<file path="config.mk">
export PLATFORM = sky130hd
export DESIGN_NAME = mem_req_arbiter
export DESIGN_NICKNAME = d
export VERILOG_FILES = /design/src/rtl/mem_req_arbiter.sv
export SDC_FILE = /design/constraint.sdc
export NUM_CORES = 1
export LEC_CHECK = 0
export ABC_AREA = 1
export CAP_MARGIN = 0
export CORE_AREA = 2 2 250 252
export DETAILED_ROUTE_END_ITERATION = 10
export DIE_AREA = 0 0 252 254
export PLACE_DENSITY = 0.53
export RECOVER_POWER = 25
export REMOVE_ABC_BUFFERS = 1
export SLEW_MARGIN = 10
export SYNTH_ARGS = -nofsm -noshare
export SYNTH_HDL_FRONTEND = slang
export SYNTH_SLANG_ARGS = --single-unit
</file>
<file path="constraint.sdc">
create_clock -name clk -period 6.4 [get_ports clk]
set_input_delay 0.64 -clock clk [delete_from_list [all_inputs] [get_ports clk]]
set_output_delay 0.64 -clock clk [all_outputs]
set_load 0.005 [all_outputs]
</file>
<file path="src/rtl/mem_req_arbiter.sv">
// Round-robin arbiter that puts NUM_CH load/store channels onto one tagged memory port.
// It records which channel owns each outstanding load tag and routes returned data back to that channel.
module mem_req_arbiter #(
    parameter int NUM_CH  = 4,
    parameter int ADDR_W  = 32,
    parameter int DATA_W  = 64,
    parameter int TAG_W   = 4,
    parameter int MAX_OUT = 8
) (
    input  logic                       clk,
    input  logic                       rst,
    input  logic [NUM_CH-1:0]          req_valid,
    input  logic [NUM_CH-1:0]          req_write,
    input  logic [NUM_CH*ADDR_W-1:0]   req_addr,
    input  logic [NUM_CH*DATA_W-1:0]   req_wdata,
    output logic [NUM_CH-1:0]          req_ready,
    output logic [NUM_CH-1:0]          resp_valid,
    output logic [DATA_W-1:0]          resp_data,
    output logic [1:0]                 proc2mem_command,
    output logic [ADDR_W-1:0]          proc2mem_addr,
    output logic [DATA_W-1:0]          proc2mem_data,
    input  logic [TAG_W-1:0]           mem2proc_transaction_tag,
    input  logic [DATA_W-1:0]          mem2proc_data,
    input  logic [TAG_W-1:0]           mem2proc_data_tag,
    output logic                       idle,
    output logic                       err_tag
);

    localparam logic [1:0] MEM_NONE  = 2'd0;
    localparam logic [1:0] MEM_LOAD  = 2'd1;
    localparam logic [1:0] MEM_STORE = 2'd2;

    localparam int CNT_W    = $clog2(MAX_OUT + 1);
    localparam int CH_W     = (NUM_CH > 1) ? $clog2(NUM_CH) : 1;
    localparam int NUM_TAGS = 1 << TAG_W;
    localparam logic [CNT_W-1:0] MAX_CNT = CNT_W'(MAX_OUT);
    localparam logic [CH_W-1:0]  LAST_CH = CH_W'(NUM_CH - 1);

    logic [CH_W-1:0]                  r_rr;
    logic [NUM_CH-1:0][CNT_W-1:0]     r_outstanding;
    logic [NUM_TAGS-1:0]              r_tagValid;
    logic [NUM_TAGS-1:0][CH_W-1:0]    r_tagCh;

    logic [NUM_CH-1:0] w_eligible;
    logic [NUM_CH-1:0] w_inc;
    logic [NUM_CH-1:0] w_dec;
    logic              w_grantValid;
    logic [CH_W-1:0]   w_grant;
    logic              w_accept;
    logic              w_allocLoad;
    logic              w_dataTagNz;
    logic              w_respHit;
    logic [CH_W-1:0]   w_respCh;
    logic              w_anyOut;

    function automatic logic [CH_W-1:0] wrapAdd(input logic [CH_W-1:0] base, input int offset);
        int sum;
        sum = int'(base) + offset;
        return CH_W'(sum % NUM_CH);
    endfunction

    always_comb begin
        w_eligible = '0;
        w_anyOut   = 1'b0;
        for (int c = 0; c < NUM_CH; c++) begin
            w_eligible[c] = req_valid[c] & (req_write[c] | (r_outstanding[c] < MAX_CNT));
            w_anyOut      = w_anyOut | (r_outstanding[c] != '0);
        end
    end

    // Search starts at the round-robin pointer and wraps; nothing is granted while in reset.
    always_comb begin
        w_grantValid = 1'b0;
        w_grant      = '0;
        for (int k = 0; k < NUM_CH; k++) begin
            if (!rst && !w_grantValid && w_eligible[wrapAdd(r_rr, k)]) begin
                w_grantValid = 1'b1;
                w_grant      = wrapAdd(r_rr, k);
            end
        end
    end

    always_comb begin
        w_accept         = w_grantValid && (mem2proc_transaction_tag != '0);
        w_allocLoad      = w_accept && !req_write[w_grant];
        w_dataTagNz      = (mem2proc_data_tag != '0);
        w_respHit        = w_dataTagNz && r_tagValid[mem2proc_data_tag];
        w_respCh         = r_tagCh[mem2proc_data_tag];
        proc2mem_command = MEM_NONE;
        proc2mem_addr    = '0;
        proc2mem_data    = '0;
        req_ready        = '0;
        w_inc            = '0;
        w_dec            = '0;
        if (w_grantValid) begin
            proc2mem_command = req_write[w_grant] ? MEM_STORE : MEM_LOAD;
            proc2mem_addr    = req_addr[w_grant*ADDR_W +: ADDR_W];
            proc2mem_data    = req_wdata[w_grant*DATA_W +: DATA_W];
        end
        for (int c = 0; c < NUM_CH; c++) begin
            req_ready[c] = w_accept && (w_grant == CH_W'(c));
            w_inc[c]     = w_allocLoad && (w_grant == CH_W'(c));
            w_dec[c]     = w_respHit && (w_respCh == CH_W'(c));
        end
        idle = !(|req_valid) && !w_anyOut;
    end

    // The allocation is written after the free, so a tag that is freed and reused in the same cycle ends up owned by the new channel.
    always_ff @(posedge clk or posedge rst) begin
        if (rst) begin
            r_rr       <= '0;
            r_tagValid <= '0;
            r_tagCh    <= '0;
            resp_valid <= '0;
            resp_data  <= '0;
            err_tag    <= 1'b0;
        end else begin
            resp_valid <= '0;
            if (w_respHit) begin
                resp_valid[w_respCh]          <= 1'b1;
                resp_data                     <= mem2proc_data;
                r_tagValid[mem2proc_data_tag] <= 1'b0;
            end else if (w_dataTagNz) begin
                err_tag <= 1'b1;
            end
            if (w_allocLoad) begin
                r_tagValid[mem2proc_transaction_tag] <= 1'b1;
                r_tagCh[mem2proc_transaction_tag]    <= w_grant;
            end
            if (w_accept) begin
                r_rr <= (w_grant == LAST_CH) ? '0 : w_grant + 1'b1;
            end
        end
    end

    always_ff @(posedge clk or posedge rst) begin
        if (rst) begin
            r_outstanding <= '0;
        end else begin
            for (int c = 0; c < NUM_CH; c++) begin
                if (w_inc[c] && !w_dec[c]) begin
                    r_outstanding[c] <= r_outstanding[c] + CNT_W'(1);
                end else if (w_dec[c] && !w_inc[c]) begin
                    r_outstanding[c] <= r_outstanding[c] - CNT_W'(1);
                end
            end
        end
    end

endmodule
</file>
After elaboration in Yosys (flattened, before gate mapping)
Cells that the tools add are included.
- add/subtract/negate cells: 12
- $lt $le $gt $ge: 15
- equality and inequality tests: 6
- shift-type cells: 2
- multiplexer cells: 47
- bitwise gates (word level): 15
- reductions and logical operators: 63
- operators by type and width (kind ; number):
    $shiftx A256 B9 Y64 ; 1
    $shiftx A128 B8 Y32 ; 1
    $mux W64 ; 1
    $mux W4 ; 9
    $logic_and A1 B1 Y1 ; 34
    $bwmux W32 ; 1
    $mux W16 ; 2
    $mux W32 ; 1
    $reduce_bool A4 Y1 ; 6
    $lt A2 B3 Y1 const B ; 6
    $mux W2 ; 9
    $add A4 B1 Y4 const B ; 4
    $and A16 B16 Y16 ; 1
    $lt A4 B4 Y1 const B ; 4
    $not A16 Y16 ; 1
    $or A16 B16 Y16 ; 1
    $sub A4 B1 Y4 const B ; 4
    $logic_not A1 Y1 ; 15
    $mux W1 ; 13
    $bmux W1 S2 ; 5
    $lt A4 B5 Y1 const B ; 2
    $bmux W2 S4 ; 1
    $demux W1 S4 ; 2
    $demux W2 S4 ; 1
    15 further kinds ; 35
- register bits: 135
- input bits: 466
- output and inout bits: 172

Logic depth before layout (Yosys ltp)
Gate-level depths: netlist of run 1.
- word-level depth: 28
- mapped depth: 25

Worst setup path before layout of run 1
No wires, ideal clock.
- path type: input to register
- from: in rst
- to: reg r_outstanding[15] (netlist name)
- data arrival time: 6112 ps
- data required time: 6275 ps
- slack: 163 ps
- stages on the path: 22
- path buffers: 3
- cells stage by stage: inv_1 -> nand3_1 -> nand2_1 -> inv_1 -> nand2_1 -> nand2_2 -> nand2_4 -> buf_6 -> buf_4 -> buf_4 -> ha_1 -> inv_1 -> nor2_1 -> ha_1 -> inv_1 -> ha_1 -> a21o_1 -> a21oi_1 -> nand2_1 -> nand2_1 -> nor2_1 -> xor2_1
- word-level cells in the longest chain between the ends: 23
- elaborated cells on any way between the ends: 31
- classes of those cells: 1 x eq/ne; 11 x mux; 19 x reduce/logical
- RTL lines (element ; RTL line ; RTL):
    from (decl) ; 11 ; input logic rst,
    $logic_not A1 Y1 (no line) (*) ; n/a ;
    $logic_and A1 B1 Y1 ; 76 ; if (!rst && !w_grantValid && w_eligible[wrapAdd(r_rr, k)]) begin
    $mux W1 ; 76 ;
    $logic_not A1 Y1 ; 76 ;
    $logic_and A1 B1 Y1 (2 in series) ; 76 ;
    $mux W1 ; 76 ;
    $logic_not A1 Y1 ; 76 ;
    $logic_and A1 B1 Y1 (2 in series) ; 76 ;
    [5 not listed] ; n/a ;
    net w_grant[0] ; 48 ; logic [CH_W-1:0] w_grant;
    $bmux W1 S2 ; 85 ; w_allocLoad = w_accept && !req_write[w_grant];
    $mux W1 (implied by the code) ; 85 ;
    $logic_not A1 Y1 ; 85 ;
    $logic_and A1 B1 Y1 ; 85 ;
    $logic_and A1 B1 Y1 (*) ; 102 ; w_inc[c] = w_allocLoad && (w_grant == CH_W'(c));
    $logic_not A1 Y1 ; 143 ; end else if (w_dec[c] && !w_inc[c]) begin
    $logic_and A1 B1 Y1 ; 143 ;
    $reduce_bool A2 Y1 (no line) ; n/a ;
    to (signal, indexed assignment) ; 142 ; r_outstanding[c] <= r_outstanding[c] + CNT_W'(1);
    to (signal, indexed assignment) ; 144 ; r_outstanding[c] <= r_outstanding[c] - CNT_W'(1);
    to (decl) ; 40 ; logic [NUM_CH-1:0][CNT_W-1:0] r_outstanding;
The timed path passes the listed nets; every way through them passes the cells marked *. The select of a mux whose other input is x is not followed.
A chain may end at the register's enable or synchronous reset.

Worst setup path in the final report of run 1
- from: in rst
- to: out proc2mem_data[0]
- word-level cells in the longest chain between the ends: 17
- elaborated cells on any way between the ends: 21
- classes of those cells: 1 x shift; 9 x mux; 11 x reduce/logical
- RTL lines (element ; RTL line ; RTL):
    $logic_not A1 Y1 (no line) (*) ; n/a ;
    $logic_and A1 B1 Y1 ; 76 ;
    $mux W1 ; 76 ;
    $logic_not A1 Y1 ; 76 ;
    $logic_and A1 B1 Y1 (2 in series) ; 76 ;
    $mux W1 ; 76 ;
    $logic_not A1 Y1 ; 76 ;
    $logic_and A1 B1 Y1 (2 in series) ; 76 ;
    $mux W1 ; 76 ;
    $logic_not A1 Y1 ; 76 ;
    $logic_and A1 B1 Y1 (2 in series) ; 76 ;
    $mux W2 ; 76 ;
    $shiftx A256 B9 Y64 ; 98 ; proc2mem_data = req_wdata[w_grant*DATA_W +: DATA_W];
    $mux W64 (*) ; 95 ; if (w_grantValid) begin
    to (decl) ; 21 ; output logic [DATA_W-1:0] proc2mem_data,
Every way passes the cells marked *; elsewhere a longest branch is shown, timed or not.

==> results by group, run 1 <==
Floorplan
  – Die X: 252 µm
  – Die H: 254 µm
  – Row count: 91
  – Initial Utilization: 16.5%
  – I/O pins: 638
  – Die area: 64,000 µm²
  – Core area: 61,300 µm²

Clock tree
  – Setup Fix Bufs, Post-CTS: 0
  – Root buf cell: clkbuf_16
  – Worst-path clk slew: 0.07 ns
  – CTS Buf Count: 17
  – Clk Latency, worst-skew pair: 0.43 ns
  – Clock Sinks: 135
  – CTS tree: yes
  – Resize count post-CTS: 0
  – Hold Buf Count CTS: 0
  – CTS max path bufs: 2
  – CTS HTree Levels: 4

Power and ir drop
  – Total power: 9.12 mW
  – Internal: 4.71 mW
  – Sequential Power Share: 15.7%
  – Net switching power: 4.41 mW
  – Leak pwr: 7.56 nW
  – Logic gate share of total power: 73.7%
  – Pwr per Cell Area: 515 nW/µm²
  – Clock share of power: 10.5%
  – Worst vdd ir: 0.290 mV
  – Sw frac: 48.4%

Logic synthesis
  – #FFs+latches synth: 135
  – Synth unique cells: 36
  – Synthesized netlist cell count: 1,454
  – Synth top area share: 33.5%
  – Area leader, netlist: dfrtp_1
  – Synth warnings: 0
  – Post-Syn Area: 10,100 µm²
  – Sequential area share after synthesis: 33.5%
  – Largest cells by area after synthesis: dfrtp_1 (33%), nand2_1 (12%), a21oi_1 (9.8%)
  – Avg Cell Area, Syn: 6.94 µm²

Timing
  – Fmax achieved: 0.185 GHz
  – Final period util: 84.5%
  – Worst Skew: 0.0131 ns
  – Pins Over Slew Limit: 64
  – Worst Max-Slew Pin Slew: 3.34 ns
  – Worst slew margin: -123%
  – Final Hold Viols: 0
  – Fin Setup TNS: 0 ns
  – RSZ-0062 raised after global routing: false
  – Final Setup Violations: 0
  – Worst Slack Setup Final: 0.990 ns
  – Hold Worst Slack: 0.379 ns
  – Period minus WS final: 5.41 ns

Final layout
  – Layout cell share with drive strength beyond 1: 6.39%
  – Post-layout net count: 2,508
  – Register area: 3380 µm²
  – Commonest non-fill, non-tap cell in the layout: clkdlybuf4s50_1
  – Synthesis-to-layout area growth: 75.7%
  – Fill cells: 6,642
  – Util after Layout: 28.9%
  – Footprint of the multi-input gates: 5620 µm²
  – Most frequent cells in the layout: clkdlybuf4s50_1 (600), nand2_1 (328), a21oi_1 (197), inv_1 (136), dfrtp_1 (135)

Placed design
  – Worst slack, placed: 1.35 ns
  – GPL Wtd Cong: 0.970
  – Buffers on Ports: 637
  – Detailed placer's ending HPWL: 44.6 mm

Worst setup path
  – Crit. End Element: primary output
  – Crit start category: input pin
  – CP Data Arrival Time: 4.77 ns
  – Critical path type: input pin to primary output
  – CP Max Fanout: 80
  – Critical path required time: 5.76 ns

Status
  – Violated checks: max-capacitance violations, max-slew violations
  – Status: complete, but fails checks

Min path
  – Worst Hold Class: register to register

GRT
  – Grt total ovfl: 0
  – Initial antenna violation count: 27
  – Largest net degree at the start of global routing: 125
  – First-pass GRT wire length: 78.7 mm
  – GRT Total Usage: 16.5%
  – Vias in the first global route: 12,500

Detailed routing
  – DRC viols: 0
  – Via/cell ratio: 4.39
  – DR iter-0 viols: 848
  – WL final: 55.1 mm
  – Total vias in the final route: 12,400
  – First-pass detailed-route iteration total: 8
  – Drt wl/cell: 19.4 µm
  – Final ANT Viol Nets: 0

Job
  – MaxCap Viol Count: 1
through the flow:
step	cell area (µm²)	cells
6_report	17700	2837
5_1_grt	17700	2836
4_1_cts	17700	2824
3_5_place_dp	17100	2793
3_3_place_gp	17100	2793
2_1_floorplan	9510	1345
flip-flops by register name, summed over array words and instances, names as in the netlist:
| signal | count |
|---|---|
| r_tagValid | 16 |
| r_outstanding | 16 |
| err_tag | 1 |
| resp_valid | 4 |
| resp_data | 64 |
| r_tagCh | 32 |
| r_rr | 2 |
synth_stat cells:
library cell  instances
or2_1                15
xnor2_1               8
buf_1                 5
or3_1                 1
xor2_1                4
nand2_1             329
o21ai_0             100
nand2_2               6
o21bai_1              1
ha_1                 16
nor4_1                4
inv_1               137
o21ai_1              19
buf_6                 8
fa_1                  4
nor2_1               46
nand2_4               1
or2_2                57
clkbuf_1             42
a22oi_1              12
nand4_2               2
o21ai_2               1
inv_2                 6
a31oi_1               4
o211ai_1             96
buf_4                14
buf_2                40
nand3_1              73
nor2_2                3
nand4_1              34
nand3_2               1
a21o_1                4
a21oi_1             197
dfrtp_1             135
nor3_1                1
or2_0                28
logic make-up (layout without fill, tap and decap cells):
group | Yosys count | after routing | share of synthesized area, %
xor gates and xnor gates | 12 | 12 | 1.04
adders and majority gates | 20 | 20 | 2.78
buffers and inverters | 252 | 832 | 11.0
DFF | 135 | 135 | 33.5
AOI/OAI and AO/OA | 434 | 434 | 24.4
other | 0 | 13 | 0
and+or+nand+nor | 601 | 601 | 27.3
worst paths after layout:
| path | startpoint | endpoint | slack [ns] | cells past startpoint |
|---|---|---|---|---|
| setup / recovery | rst | proc2mem_data[0] | 0.99 | 13 |
| hold / removal | r_tagCh[1] | r_tagCh[1] | 0.38 | 0 |
| setup reg to reg | r_rr[1] | r_outstanding[15] | 1.88 | 21 |
| hold reg to reg | r_tagCh[1] | r_tagCh[1] | 0.38 | 0 |
| max in group asynchronous | rst | r_tagCh[15] | 1.81 | 4 |
| min in group asynchronous | rst | r_outstanding[15] | 0.68 | 2 |
layout make-up:
cell class | instances | share of cell area (%)
Inverter | 143 | 3.06
Antenna cell | 13 | 0.184
Tap cell | 790 | 5.58
Clock buffer | 18 | 2.48
Sequential cell | 135 | 19.1
Multi-Input combinational cell | 1067 | 31.7
Timing Repair Buffer | 658 | 37.1
Clock inverter | 13 | 0.784
power by group through the flow:
stage          combinational (mW)  clock [mW]  sequential [mW]
2_1_floorplan                3.33           0             1.43
3_3_place_gp                 6.79           0             1.44
3_5_place_dp                 6.82           0             1.45
4_1_cts                      6.87       0.992             1.44
5_1_grt                      7.39        1.03             1.48
6_report                     6.73       0.959             1.44
metal layers:
metal / track usage [%] / wire (µm) / vias to the layer above / part of all wire, %
met5: 0 / 97 / - / 0.18
met4: 7.76 / 1560 / 16 / 2.8
met3: 5.15 / 4890 / 80 / 8.9
met2: 28.9 / 27500 / 580 / 50
met1: 18.1 / 21100 / 5732 / 38
li1: - / - / 6035 / -
critical path: stages:
cell             delay, ns
clkdlybuf4s50_1       0.53
clkinvlp_2            0.58
nand3_1               0.33
nand2_1               0.08
inv_1                 0.06
nand2_1               0.06
nand2_2               0.14
nand2_8               0.31
inv_4                 0.68
buf_4                 0.37
o211ai_1              0.15
a21oi_1               0.17
clkdlybuf4s50_1       0.57
Note: power is estimated with default switching activity, not from simulation.
==> run 2, diff against run 1 <==
- PLACE_DENSITY: 0.53 -> 0.55
- clock period: 6.4 -> 4.93 ns (I/O delays scaled with it)
==> results by group, run 2 (synthesis gave the netlist of run 1 again) <==
Status
  – Status: complete, but fails checks
  – Violated checks: max-capacitance violations, max-slew violations

Placed design
  – Detailed placer's ending HPWL: 48.6 mm
  – Worst slack, placed: 0.575 ns
  – GPL Wtd Cong: 0.940
  – DP Area: 17,400 µm²
  – Buffers on Ports: 637

Final layout
  – Register area: 3380 µm²
  – Most frequent cells in the layout: clkdlybuf4s50_1 (584), nand2_1 (328), a21oi_1 (197), inv_1 (136), dfrtp_1 (135)
  – Footprint of the multi-input gates: 5620 µm²
  – Max FFs per register: 64
  – Synthesis-to-layout area growth: 78.1%
  – Cell area after layout: 18,000 µm²
  – Fill cells: 6,654
  – Layout cell share with drive strength beyond 1: 8.02%
  – Commonest non-fill, non-tap cell in the layout: clkdlybuf4s50_1
  – Largest registers: resp_data: 64 flops, r_tagCh: 32 flops
  – Post-layout net count: 2,530
  – Top reg by flops: resp_data
  – Util after Layout: 29.3%

Timing
  – Hold Worst Slack: 0.387 ns
  – Final Setup Violations: 0
  – Fmax achieved: 0.226 GHz
  – Worst Skew: 0.0117 ns
  – Fin Setup TNS: 0 ns
  – Worst Max-Slew Pin Slew: 1.70 ns
  – Final period util: 89.9%
  – Pins Over Slew Limit: 69
  – Period minus WS final: 4.43 ns
  – Worst slew margin: -13.2%
  – RSZ-0062 raised after global routing: false
  – Worst Slack Setup Final: 0.497 ns
  – Final Hold Viols: 0

Worst setup path
  – Critical path buffers and inverters: 5
  – Critical path required time: 4.44 ns
  – Most frequent CP cell: nand2_2
  – Slowest CP cell: o21ai_4
  – Critical path type: register to primary output
  – Worst path cell trace: inv_2 -> nand2_2 -> nand2_2 -> inv_2 -> nand3_2 -> nand2_2 -> nand3_1 -> nor2_1 -> nor2_1 -> o21ai_4 -> buf_12 -> buf_4 -> o211ai_1 -> a21oi_1 -> clkdlybuf4s50_1
  – Crit-path leading delay family: buffers and inverters
  – Slowest stage delay, CP: 0.56 ns
  – CP Max Fanout: 49
  – Crit. End Element: primary output
  – CP Data Arrival Time: 3.94 ns
  – Crit start category: register

Floorplan
  – Row count: 91
  – Die area: 64,000 µm²
  – Core area: 61,300 µm²
  – Initial Utilization: 16.5%
  – I/O pins: 638
  – Die H: 254 µm
  – Die X: 252 µm

Clock tree
  – CTS tree: yes
  – Setup Fix Bufs, Post-CTS: 0
  – Worst-path clk slew: 0.07 ns
  – CTS HTree Levels: 4
  – Root buf cell: clkbuf_16
  – CTS Buf Count: 17
  – Clk Latency, worst-skew pair: 0.43 ns
  – Resize count post-CTS: 0
  – Hold Buf Count CTS: 0
  – CTS max path bufs: 2
  – Clock Sinks: 135

GRT
  – Initial antenna violation count: 24
  – First-pass GRT wire length: 82.9 mm
  – GRT Total Usage: 17.6%
  – Grt total ovfl: 0
  – Largest net degree at the start of global routing: 100
  – Vias in the first global route: 12,900

Detailed routing
  – Uppermost layer routed: met5
  – First-pass detailed-route iteration total: 4
  – DRC viols: 0
  – Total vias in the final route: 12,600
  – Final ANT Viol Nets: 0
  – Wire length on met3: 4.55 mm
  – Via/cell ratio: 4.40
  – WL met2: 29.4 mm
  – Drt wl/cell: 20.5 µm
  – WL final: 58.6 mm
  – Met1 Routed Length: 21.9 mm
  – DR iter-0 viols: 655

Power and ir drop
  – Pwr per Cell Area: 686 nW/µm²
  – Worst vdd ir: 0.423 mV
  – Sequential Power Share: 15.2%
  – Internal: 6.40 mW
  – Logic gate share of total power: 74.6%
  – Clock share of power: 10.2%
  – Sw frac: 48.0%
  – Leak pwr: 7.74 nW
  – Net switching power: 5.92 mW

Min path
  – Worst Hold Class: register to register

Job
  – MaxCap Viol Count: 1
-- run 2: changes by cell type in the layout (fill, tap and decap cells not counted), sizes merged, moves of 2 or more --
| cell | previous run | this run |
|---|---|---|
| clkinv | 4 | 9 |
| clkbuf | 19 | 21 |
| buf | 20 | 54 |
| inv | 148 | 142 |
| dlygate4sd3 | 37 | 41 |
| clkdlybuf4s50 | 600 | 584 |
-- run 2: power groups by stage --
| stage | registers (mW) | logic (mW) | clock network [mW] |
|---|---|---|---|
| global placement | 1.88 | 9.28 | 0 |
| detailed placement | 1.89 | 9.31 | 0 |
| finish | 1.87 | 9.19 | 1.25 |
| global route | 1.94 | 10.1 | 1.34 |
| CTS | 1.88 | 9.38 | 1.29 |
| floorplan | 1.85 | 4.33 | 0 |
-- run 2: metal layers --
metal,track usage (%),up-vias
met5,0,-
met4,8.71,14
met3,5.30,95
met2,31.7,519
met1,18.6,5870
li1,-,6086
-- run 2: per-stage QoR --
stage | std cells | power (mW)
floorplan | 1345 | 6.18
global placement | 2815 | 11.2
detailed placement | 2815 | 11.2
CTS | 2847 | 12.5
global route | 2858 | 13.3
finish | 2861 | 12.3
-- run 2: final cells by class --
type | instances | area share, %
flip-flops and latches | 135 | 18.8
multi-input cells | 1067 | 31.3
clock inverters | 12 | 0.710
inverters | 143 | 3.02
clock buffers | 20 | 2.54
well taps | 790 | 5.50
repair buffers | 680 | 37.9
diodes | 14 | 0.195
-- run 2: final timing paths --
kind	endpoint	depth (start not counted)	startpoint	slack (ns)
min	r_tagValid[0]	0	r_tagValid[0]	0.39
min reg2reg	r_tagValid[0]	0	r_tagValid[0]	0.39
max reg2reg	r_outstanding[11]	23	r_rr[0]	0.95
max	proc2mem_addr[16]	15	r_rr[0]	0.50
min in group asynchronous	r_outstanding[9]	3	rst	1.41
max in group asynchronous	r_tagValid[6]	4	rst	1.82
-- run 2: worst register-to-register path: stages (launching register included) --
cell and delay (ns):
dfrtp_1 0.52, inv_2 0.16, nand2_2 0.09, nand2_2 0.09, inv_2 0.10, nand3_2 0.09, nand2_2 0.11, nand3_1 0.08
nor2_1 0.09, nor2_1 0.08, o21ai_4 0.57, nand3_1 0.20, nand2_1 0.16, nand2_1 0.11, nor2_1 0.13, ha_1 0.21
inv_1 0.10, ha_1 0.29, a21o_1 0.19, a21oi_1 0.17, nand2_1 0.08, nand2_1 0.07, nor2_1 0.05, xor2_1 0.14
